<file path="config.mk">
export PLATFORM = sky130hd
export DESIGN_NAME = bitwise_sweep_ctrl
export DESIGN_NICKNAME = d
export VERILOG_FILES = /design/src/rtl/bitwise_sweep_ctrl_pkg.sv /design/src/rtl/bitwise_sweep_ctrl_check.sv /design/src/rtl/bitwise_sweep_ctrl.sv
export SDC_FILE = /design/constraint.sdc
export NUM_CORES = 1
export LEC_CHECK = 0
export ABC_AREA = 1
export CAP_MARGIN = 20
export CELL_PAD_IN_SITES_DETAIL_PLACEMENT = 2
export CELL_PAD_IN_SITES_GLOBAL_PLACEMENT = 2
export CORE_UTILIZATION = 27
export DETAILED_ROUTE_END_ITERATION = 12
export PLACE_DENSITY_LB_ADDON = 0.1
export SLEW_MARGIN = 15
export SYNTH_ARGS = -nofsm -noshare
export SYNTH_HDL_FRONTEND = slang
export SYNTH_SLANG_ARGS = --single-unit
</file>
<file path="constraint.sdc">
create_clock -name clk -period 3.4 [get_ports clk]
set_clock_uncertainty 0.2 [all_clocks]
set_input_delay 0.68 -clock clk [delete_from_list [all_inputs] [get_ports clk]]
set_output_delay 0.68 -clock clk [all_outputs]
set_load 0.01 [all_outputs]
</file>
<file path="src/rtl/bitwise_sweep_ctrl_pkg.sv">
// Shared types for the bitwise datapath self-check sequencer: FSM state
// encoding, the 5-bit result bundle and the reference model of the datapath.
package bitwise_pkg;

  typedef enum logic [2:0] {
    IDLE,
    APPLY,
    SETTLE,
    CHECK,
    DONE
  } state_e;

  localparam int unsigned RES_W = 5;

  // Bundle order, MSB first: {a_xor_b, a_or_b, a_and_b, b_inv, a_inv}
  typedef struct packed {
    logic a_xor_b;
    logic a_or_b;
    logic a_and_b;
    logic b_inv;
    logic a_inv;
  } res_t;

  function automatic res_t expected_res(input logic a, input logic b);
    res_t r;
    r.a_xor_b = a ^ b;
    r.a_or_b  = a | b;
    r.a_and_b = a & b;
    r.b_inv   = ~b;
    r.a_inv   = ~a;
    return r;
  endfunction

endpackage

</file>
<file path="src/rtl/bitwise_sweep_ctrl_check.sv">
// Combinational comparator: checks an observed result bundle against the
// reference model for operands a/b. The observed bundle is passed back out
// only when failure logging (BITWISE_SWEEP_LOG_EN) is built in.
module bitwise_check
  import bitwise_pkg::*;
(
  input  logic             a,
  input  logic             b,
  input  logic [RES_W-1:0] obs,
  output logic             mismatch
`ifdef BITWISE_SWEEP_LOG_EN
  ,
  output logic [RES_W-1:0] obs_res
`endif
);

  res_t exp_res;

  // Any differing bit in the bundle marks the whole vector as failing
  always_comb begin
    exp_res  = expected_res(a, b);
    mismatch = (obs != exp_res);
`ifdef BITWISE_SWEEP_LOG_EN
    obs_res  = obs;
`endif
  end

endmodule

</file>
<file path="src/rtl/bitwise_sweep_ctrl.sv">
// Self-check sequencer for the 1-bit bitwise datapath. Sweeps a/b through
// 00,01,10,11 for N_PASSES passes, waits SETTLE_CYCLES per vector, compares
// the results and reports pass/err_cnt via a four-phase start/done handshake.
// Optional first-failure log ports: define BITWISE_SWEEP_LOG_EN.
module bitwise_sweep_ctrl
  import bitwise_pkg::*;
#(
  parameter int unsigned N_PASSES      = 1,
  parameter int unsigned SETTLE_CYCLES = 1,
  parameter int unsigned ERR_W         = 8
) (
  input  logic             clk,
  input  logic             rst_n,
  input  logic             start,
  output logic             a,
  output logic             b,
  input  logic             a_inv,
  input  logic             b_inv,
  input  logic             a_and_b,
  input  logic             a_or_b,
  input  logic             a_xor_b,
  output logic             busy,
  output logic             done,
  output logic             pass,
  output logic [ERR_W-1:0] err_cnt
`ifdef BITWISE_SWEEP_LOG_EN
  ,
  output logic             fail_vld,
  output logic [1:0]       fail_idx,
  output logic [RES_W-1:0] fail_res
`endif
);

  localparam int unsigned PW = (N_PASSES > 1) ? $clog2(N_PASSES) : 1;
  localparam int unsigned SW = (SETTLE_CYCLES > 1) ? $clog2(SETTLE_CYCLES) : 1;
  localparam logic [PW-1:0] LAST_PASS   = PW'(N_PASSES - 1);
  localparam logic [SW-1:0] SETTLE_INIT = SW'(SETTLE_CYCLES - 1);

  state_e           state_q, state_d;
  logic             a_q, a_d;
  logic             b_q, b_d;
  logic             busy_q, busy_d;
  logic             done_q, done_d;
  logic             pass_q, pass_d;
  logic [ERR_W-1:0] err_q, err_d;
  logic [1:0]       idx_q, idx_d;
  logic [PW-1:0]    pcnt_q, pcnt_d;
  logic [SW-1:0]    scnt_q, scnt_d;

  logic [RES_W-1:0] obs;
  logic             mismatch;
  logic             err_inc;
  logic [ERR_W-1:0] err_next;

`ifdef BITWISE_SWEEP_LOG_EN
  logic             fail_vld_q, fail_vld_d;
  logic [1:0]       fail_idx_q, fail_idx_d;
  logic [RES_W-1:0] fail_res_q, fail_res_d;
  logic [RES_W-1:0] chk_res;
`endif

  assign obs = {a_xor_b, a_or_b, a_and_b, b_inv, a_inv};

  bitwise_check u_check (
    .a        (a_q),
    .b        (b_q),
    .obs      (obs),
    .mismatch (mismatch)
`ifdef BITWISE_SWEEP_LOG_EN
    ,
    .obs_res  (chk_res)
`endif
  );

  // Next-state and registered-output logic for the sweep FSM
  always_comb begin
    state_d  = state_q;
    a_d      = a_q;
    b_d      = b_q;
    busy_d   = busy_q;
    done_d   = done_q;
    pass_d   = pass_q;
    err_d    = err_q;
    idx_d    = idx_q;
    pcnt_d   = pcnt_q;
    scnt_d   = scnt_q;
    err_inc  = mismatch && (err_q != '1);
    err_next = err_q + ERR_W'(err_inc);
`ifdef BITWISE_SWEEP_LOG_EN
    fail_vld_d = fail_vld_q;
    fail_idx_d = fail_idx_q;
    fail_res_d = fail_res_q;
`endif

    case (state_q)
      IDLE: begin
        done_d = 1'b0;
        if (start) begin
          state_d = APPLY;
          busy_d  = 1'b1;
          pass_d  = 1'b0;
          err_d   = '0;
          idx_d   = '0;
          pcnt_d  = '0;
          scnt_d  = '0;
`ifdef BITWISE_SWEEP_LOG_EN
          fail_vld_d = 1'b0;
          fail_idx_d = '0;
          fail_res_d = '0;
`endif
        end
      end

      APPLY: begin
        a_d     = idx_q[1];
        b_d     = idx_q[0];
        scnt_d  = SETTLE_INIT;
        state_d = SETTLE;
      end

      SETTLE: begin
        if (scnt_q == '0) begin
          state_d = CHECK;
        end else begin
          scnt_d = scnt_q - SW'(1);
        end
      end

      CHECK: begin
        err_d = err_next;
`ifdef BITWISE_SWEEP_LOG_EN
        if (mismatch && !fail_vld_q) begin
          fail_vld_d = 1'b1;
          fail_idx_d = idx_q;
          fail_res_d = chk_res;
        end
`endif
        if ((idx_q == 2'd3) && (pcnt_q == LAST_PASS)) begin
          state_d = DONE;
          busy_d  = 1'b0;
          done_d  = 1'b1;
          pass_d  = (err_next == '0);
        end else begin
          idx_d   = idx_q + 2'd1;
          if (idx_q == 2'd3) begin
            pcnt_d = pcnt_q + PW'(1);
          end
          state_d = APPLY;
        end
      end

      DONE: begin
        if (!start) begin
          state_d = IDLE;
          done_d  = 1'b0;
        end
      end

      default: begin
        state_d = IDLE;
        busy_d  = 1'b0;
        done_d  = 1'b0;
      end
    endcase
  end

  // State and output registers with synchronous active-low reset
  always_ff @(posedge clk) begin
    if (!rst_n) begin
      state_q <= IDLE;
      a_q     <= 1'b0;
      b_q     <= 1'b0;
      busy_q  <= 1'b0;
      done_q  <= 1'b0;
      pass_q  <= 1'b0;
      err_q   <= '0;
      idx_q   <= '0;
      pcnt_q  <= '0;
      scnt_q  <= '0;
`ifdef BITWISE_SWEEP_LOG_EN
      fail_vld_q <= 1'b0;
      fail_idx_q <= '0;
      fail_res_q <= '0;
`endif
    end else begin
      state_q <= state_d;
      a_q     <= a_d;
      b_q     <= b_d;
      busy_q  <= busy_d;
      done_q  <= done_d;
      pass_q  <= pass_d;
      err_q   <= err_d;
      idx_q   <= idx_d;
      pcnt_q  <= pcnt_d;
      scnt_q  <= scnt_d;
`ifdef BITWISE_SWEEP_LOG_EN
      fail_vld_q <= fail_vld_d;
      fail_idx_q <= fail_idx_d;
      fail_res_q <= fail_res_d;
`endif
    end
  end

  assign a       = a_q;
  assign b       = b_q;
  assign busy    = busy_q;
  assign done    = done_q;
  assign pass    = pass_q;
  assign err_cnt = err_q;
`ifdef BITWISE_SWEEP_LOG_EN
  assign fail_vld = fail_vld_q;
  assign fail_idx = fail_idx_q;
  assign fail_res = fail_res_q;
`endif

endmodule

</file>
; ---- Yosys cells after proc, flatten, opt, wreduce, memory -nomap -nowiden
; Cells that the tools add are included.
[classes]
n_addsub = 4
mul = 0
n_div = 0
order_cmp = 0
eq_ne = 13
n_shift = 0
n_mux = 24
bitwise = 8
reduce_logical = 16
[op_table]
columns = operator, count
row1 = 8-bit case mux with 2 select lines, 1
row2 = 3-bit case mux with 5 select lines, 1
row3 = 3-bit AND reduction, 5
row4 = 3-bit two-way mux, 4
row5 = 2-bit inequality test (second input constant), 6
row6 = 1-bit two-way mux, 9
row7 = 1-bit case mux with 3 select lines, 3
row8 = 8-bit by 1-bit adder with 8-bit output, 1
row9 = 8-bit logical NOT, 1
row10 = 8-bit two-way mux, 1
row11 = 8-bit inequality test (second input constant), 1
row12 = 3-bit by 2-bit == test with 1-bit output (second input constant), 2
row13 = 5-bit inequality test, 1
row14 = 1-bit inverter, 5
row15 = 2-bit two-way mux, 2
row16 = 1-bit case mux with 2 select lines, 2
row17 = 2-bit case mux with 2 select lines, 1
row18 = 2-bit AND reduction, 2
row19 = 4-bit AND reduction, 1
row20 = 3-bit by 1-bit == test with 1-bit output (second input constant), 1
row21 = 3-bit == test (second input constant), 1
row22 = 3-bit logical NOT, 1
row23 = 3-bit nonzero test, 1
row24 = 3-bit OR reduction, 1
row25 = 10 further kinds, 11
[word_totals]
register_bits = 20
latchBits = 0
ram_bits = 0
rom_bits = 0
input_bits = 8
out_inout_bits = 13
elab_cells = 75
n_memories = 0

; ---- Longest topological paths before layout
[logic_depth]
depth_word = 7
ltp_mapped = 16
ltp_nobuf = 16

; ---- By module
; Synthesis repeated with hierarchy kept, for this count alone.
[hier_totals]
cells_unflattened = 173
area_unflattened_um2 = 1112.3
[by_module_without_submodules]
columns = module, instances, cells_per_inst, area_each_um2, seq_area_each_um2
row1 = bitwise_sweep_ctrl, 1, 148, 998.5, 380.4
row2 = bitwise_check, 1, 25, 113.9, 0.0

; ---- Worst setup path after synthesis
; No wires, ideal clock.
[synth_path]
path_kind = register to register
start = register a_q (netlist: a)
end = register pass_q (netlist: pass)
setup_time_ns = 0.066
arrival_ns = 2.305
t_required_ns = 3.134
path_slack_ns = 0.829
stages_incl_launch_ff = 15
n_path_buf = 0
period_less_slack_ns = 2.571
path_cell_list = dfxtp_1 inv_1 ha_1 xor2_1 nor4_1 a21oi_1 ha_1 ha_1 nor2_1 nand2_2 nor2_2 nand2_1 nor2_2 nand3_2 a21oi_2
[synth_via]
elab_chain_len = 7
elab_cells_between_ends = 10
cone_classes = add/sub: 1 / eq/ne: 1 / mux: 2 / bitwise: 4 / reduce/logical: 2
[synth_rtl]
columns = element, line_no
row1 = "start, declared", bitwise_sweep_ctrl.sv:40  ; logic a_q, a_d;
row2 = "start signal, assigned", bitwise_sweep_ctrl.sv:171  ; a_q <= 1'b0;
row3 = "start signal, assigned", bitwise_sweep_ctrl.sv:187  ; a_q <= a_d;
row4 = "1-bit AND, or another cell as far along", bitwise_sweep_ctrl_pkg.sv:28  ; r.a_and_b = a & b;
row5 = 5-bit inequality test (*), bitwise_sweep_ctrl_check.sv:22  ; mismatch = (obs != exp_res);
row6 = 1-bit logical AND (*), bitwise_sweep_ctrl.sv:87  ; err_inc = mismatch && (err_q != '1);
row7 = 8-bit by 1-bit adder with 8-bit output (*), bitwise_sweep_ctrl.sv:88  ; err_next = err_q + ERR_W'(err_inc);
row8 = 8-bit logical NOT (*), bitwise_sweep_ctrl.sv:142  ; pass_d = (err_next == '0);
row9 = 1-bit two-way mux (*), bitwise_sweep_ctrl.sv:138  ; if ((idx_q == 2'd3) && (pcnt_q == LAST_PASS)) begin
row10 = 1-bit case mux with 2 select lines (*), bitwise_sweep_ctrl.sv:95  ; case (state_q)
row11 = "end signal, assigned", bitwise_sweep_ctrl.sv:191  ; pass_q <= pass_d;
row12 = "end, declared", bitwise_sweep_ctrl.sv:44  ; logic pass_q, pass_d;
; Mark *: on every way between the ends. The rest lies on a longest branch, timed or not. The select of a mux whose other input is x is not followed.
; A chain may end at the register's enable or synchronous reset.

; ---- Worst setup path after layout
[layout_path]
start = input a_and_b
end = register pass_q (netlist: pass)
[layout_via]
elab_chain_len = 6
[layout_rtl]
columns = element, line_no
row1 = "start, declared", bitwise_sweep_ctrl.sv:19  ; input logic a_and_b,
row2 = 5-bit inequality test, bitwise_sweep_ctrl_check.sv:22
row3 = 1-bit logical AND, bitwise_sweep_ctrl.sv:87
row4 = 8-bit by 1-bit adder with 8-bit output, bitwise_sweep_ctrl.sv:88
row5 = 8-bit logical NOT, bitwise_sweep_ctrl.sv:142
row6 = 1-bit two-way mux, bitwise_sweep_ctrl.sv:138
row7 = 1-bit case mux with 2 select lines, bitwise_sweep_ctrl.sv:95
; No other way between the ends. The select of a mux whose other input is x is not followed.

==> flow_summary.toml <==
[route]
routed_wire_length_per_instance_um = 13.7
via_per_inst = 4.71
drt-pass1-iter-count = 2
routed-via-count = 1070
detail_route.drc_violations = 0
drt-initial-drc-count = 54
route.antenna.remaining_nets = 0
wirelength_um = 3100

[flow_run]
max-cap-violations = 0

[clock_network]
cts_tree = "built"
post_cts_setup_buffer_count = 0
clk_latency_worst_skew_pair_ns = 0.26
clock_tree.buffer_depth = 2
cts_root_buf = "clkbuf_8"
clock_sinks = 19
post_cts_hold_buffer_count = 0
post_cts_resize_count = 0
path_clk_slew_ns = 0.07
cts_buffers = 3
h-tree-depth = 1

[worst_setup_path]
endpoint_kind = "flop"
startpoint = "a_and_b"
critical_path_class = "in2reg"
critical_path_arrival_ns = 2.91
rr_startpoint = "a"
cp.buffers_inverters = 3
worst_path_largest_cell_delay_ns = 0.45
crit_chain = "clkdlybuf4s50_1, inv_1, or2_2, nand3_1, nor4_1, a21oi_1, ha_1, ha_1, inv_1, nand2_1, nand2_1, nor2_2, nand2_1, nor2_2, nand3_2, a21oi_2"
r2r-end = "pass"
timing.critical_path.required_ns = 3.40
worst_setup_path_start_kind = "primary input"
critical-path-slowest-cell = "clkdlybuf4s50_1"
worst-path-stages = 16
setup.reg_to_reg.worst_slack_ns = 0.62
worst_r2r_path_depth = 14
worstPathMaxFanout = 6
critPathTopFamily = "simple AND/OR/NAND/NOR gates"
cpMostUsedCell = "nand2_1"
critical_path.endpoint = "pass"

[floorplanning]
pin_count = 21
floorplan.die.width_um = 64.7
core.rowCount = 22
initial_core_util_pct = 28.6
die_y_um = 64.7
die-area_sq_um = 4190
core_region_area_sq_um = 3720

[synth]
ys_seq_area_share_pct = 35.8
combinational_family_with_the_most_area_after_synthesis = "simple AND/OR/NAND/NOR gates"
post_synth_instance_area_sq_um = 1060
syn-instance-count = 156
syn-mean-instance-area_sq_um = 6.81
post_synth_adder_cell_area_pct = 5.89
synth-seq-cells = 19
synth_mux_area_share_pct = 0
synth_compound_area_share_pct = 13.1
synth_xor_xnor_area_share_pct = 4.12
synth_fp_nets = 169
synth_warnings = 0
post_synth_and_or_nand_nor_area_fraction_pct = 34.0
synth_cell_types = 24

[placement]
post-dp-hpwl_um = 2460
port_buffers = 20
gpl.final_weighted_congestion = 0.752
preCtsSetupSlack_ns = 0.206

[finish]
design.final.nets = 193
synthToLayoutAreaGrowth_pct = 28.4
largest_reg_flops = 8
nFillCells = 460
antenna-diode-count = 0
layout-drive-gt1-share_pct = 8.94

[timing]
layout_setup_ws_ns = 0.487
final_hold_viol_count = 0
fin_crit_ns = 2.91
finalSetupViolCount = 0
maxSlewViolCount = 0
max_slew.worst_pin.slew_ns = 0.502
fraction_of_the_cycle_the_final_worst_path_needs_pct = 85.7
slew-limit-headroom_pct = 66.5
setup-tns-final_ns = 0
grt_setup_unrepaired = "false"
fmaxAchievable_mhz = 343

[global_routing]
total_grt_overflow = 0
grt_max_degree = 15
global_route_wire_length_before_repair_um = 5400
grt_antenna_before_repair = 0
first_global_vias = 1220
grt_usage_pct = 16.8

[power]
power_density_nw_per_um2 = 347
power.leakage_uw = 0.000502
vdd_ir_drop_max_mv = 0.196
total_power_uw = 473

[worst_hold_path]
holdCritPathClass = "reg2reg"

[outcome]
result_of_the_run = "finished clean"
## layout make-up
| class | instances | area, sq um | area share (%) |
|---|---|---|---|
| Timing Repair Buffer | 20 | 200 | 14.7 |
| Clock buffer | 4 | 45.0 | 3.30 |
| Inverter | 19 | 71.3 | 5.23 |
| Multi-Input combinational cell | 117 | 607 | 44.5 |
| Sequential cell | 19 | 380 | 27.9 |
| Tap cell | 48 | 60.1 | 4.40 |
## synthesized netlist by cell type (all sizes together)
library cell,n,area [sq um]
nand2,48,188
dfxtp,19,380
a21oi,18,93.8
inv,18,67.6
nor2,18,82.6
nand3,10,60.1
o21ai,6,30.0
ha,5,62.6
xnor2,3,26.3
o211ai,2,15.0
xor2,2,17.5
clkbuf,1,3.75
clkinv,1,3.75
nand3b,1,7.51
nand4,1,6.26
nor3,1,5.00
nor4,1,6.26
or2,1,6.26
## cell families (layout without fill, tap and decap cells)
family	after synthesis	count (layout)
xor gates and xnor gates	5	5
adders and majority gates	5	5
and+or+nand+nor	81	81
buffers and inverters	20	43
AOI/OAI and AO/OA	26	26
DFF	19	19
## tightest hold or removal path: cells and delay by family, from the launching register on
family	cells	cell delay (ns)
flip-flops	1	0.31
AND/OR/NAND/NOR	1	0.04
AO/OA/AOI/OAI	1	0.07
## stage by stage
stage / util, % / cells / hold slack (ns) / cell area (sq um)
detailed placement: 35.5 / 223 / 0.255 / 1320
floorplan: - / 156 / 0.228 / 1060
global route: 36.7 / 227 / 0.281 / 1360
finish: 36.7 / 227 / 0.261 / 1360
CTS: 36.7 / 227 / 0.268 / 1360
global placement: 35.5 / 223 / 0.245 / 1320
## routing by layer
layer  up-vias  track usage, %  part of all wire [%]  wire length (um)
li1        548               -                     -                 -
met1       501            19.5                    48              1490
met2        16            30.6                    49              1510
met3         5            3.17                   2.1                64
met4         0            5.56                   1.2                36
met5         -               0                     0                 0
## power breakdown
part           switching, uW  internal (uW)
Combinational           41.5           32.2
Clock                   79.5           83.5
Sequential              7.09            229
Total                    128            345
## worst min path at each step
stage	from	endpoint	slack, ns	cells after the start
global route	pcnt_q	pcnt_q	0.28	2
detailed placement	pcnt_q	pcnt_q	0.26	2
CTS	pcnt_q	pcnt_q	0.27	2
finish	pcnt_q	pcnt_q	0.26	2
global placement	pcnt_q	pcnt_q	0.25	2
floorplan	pcnt_q	pcnt_q	0.23	2
## placed cells by master, fill, tap and decap left out, types with 2 or more instances in the layout
master	count
xor2_1	2
inv_2	2
nand2_1	45
nand3_1	8
nor2_1	14
o211ai_1	2
ha_1	5
clkdlybuf4s50_1	20
xnor2_1	3
inv_1	16
dfxtp_1	19
a21oi_1	17
clkbuf_8	3
nand2_2	3
nor2_2	3
nand3_2	2
o21ai_0	6
Note: power is estimated with default switching activity, not from simulation.
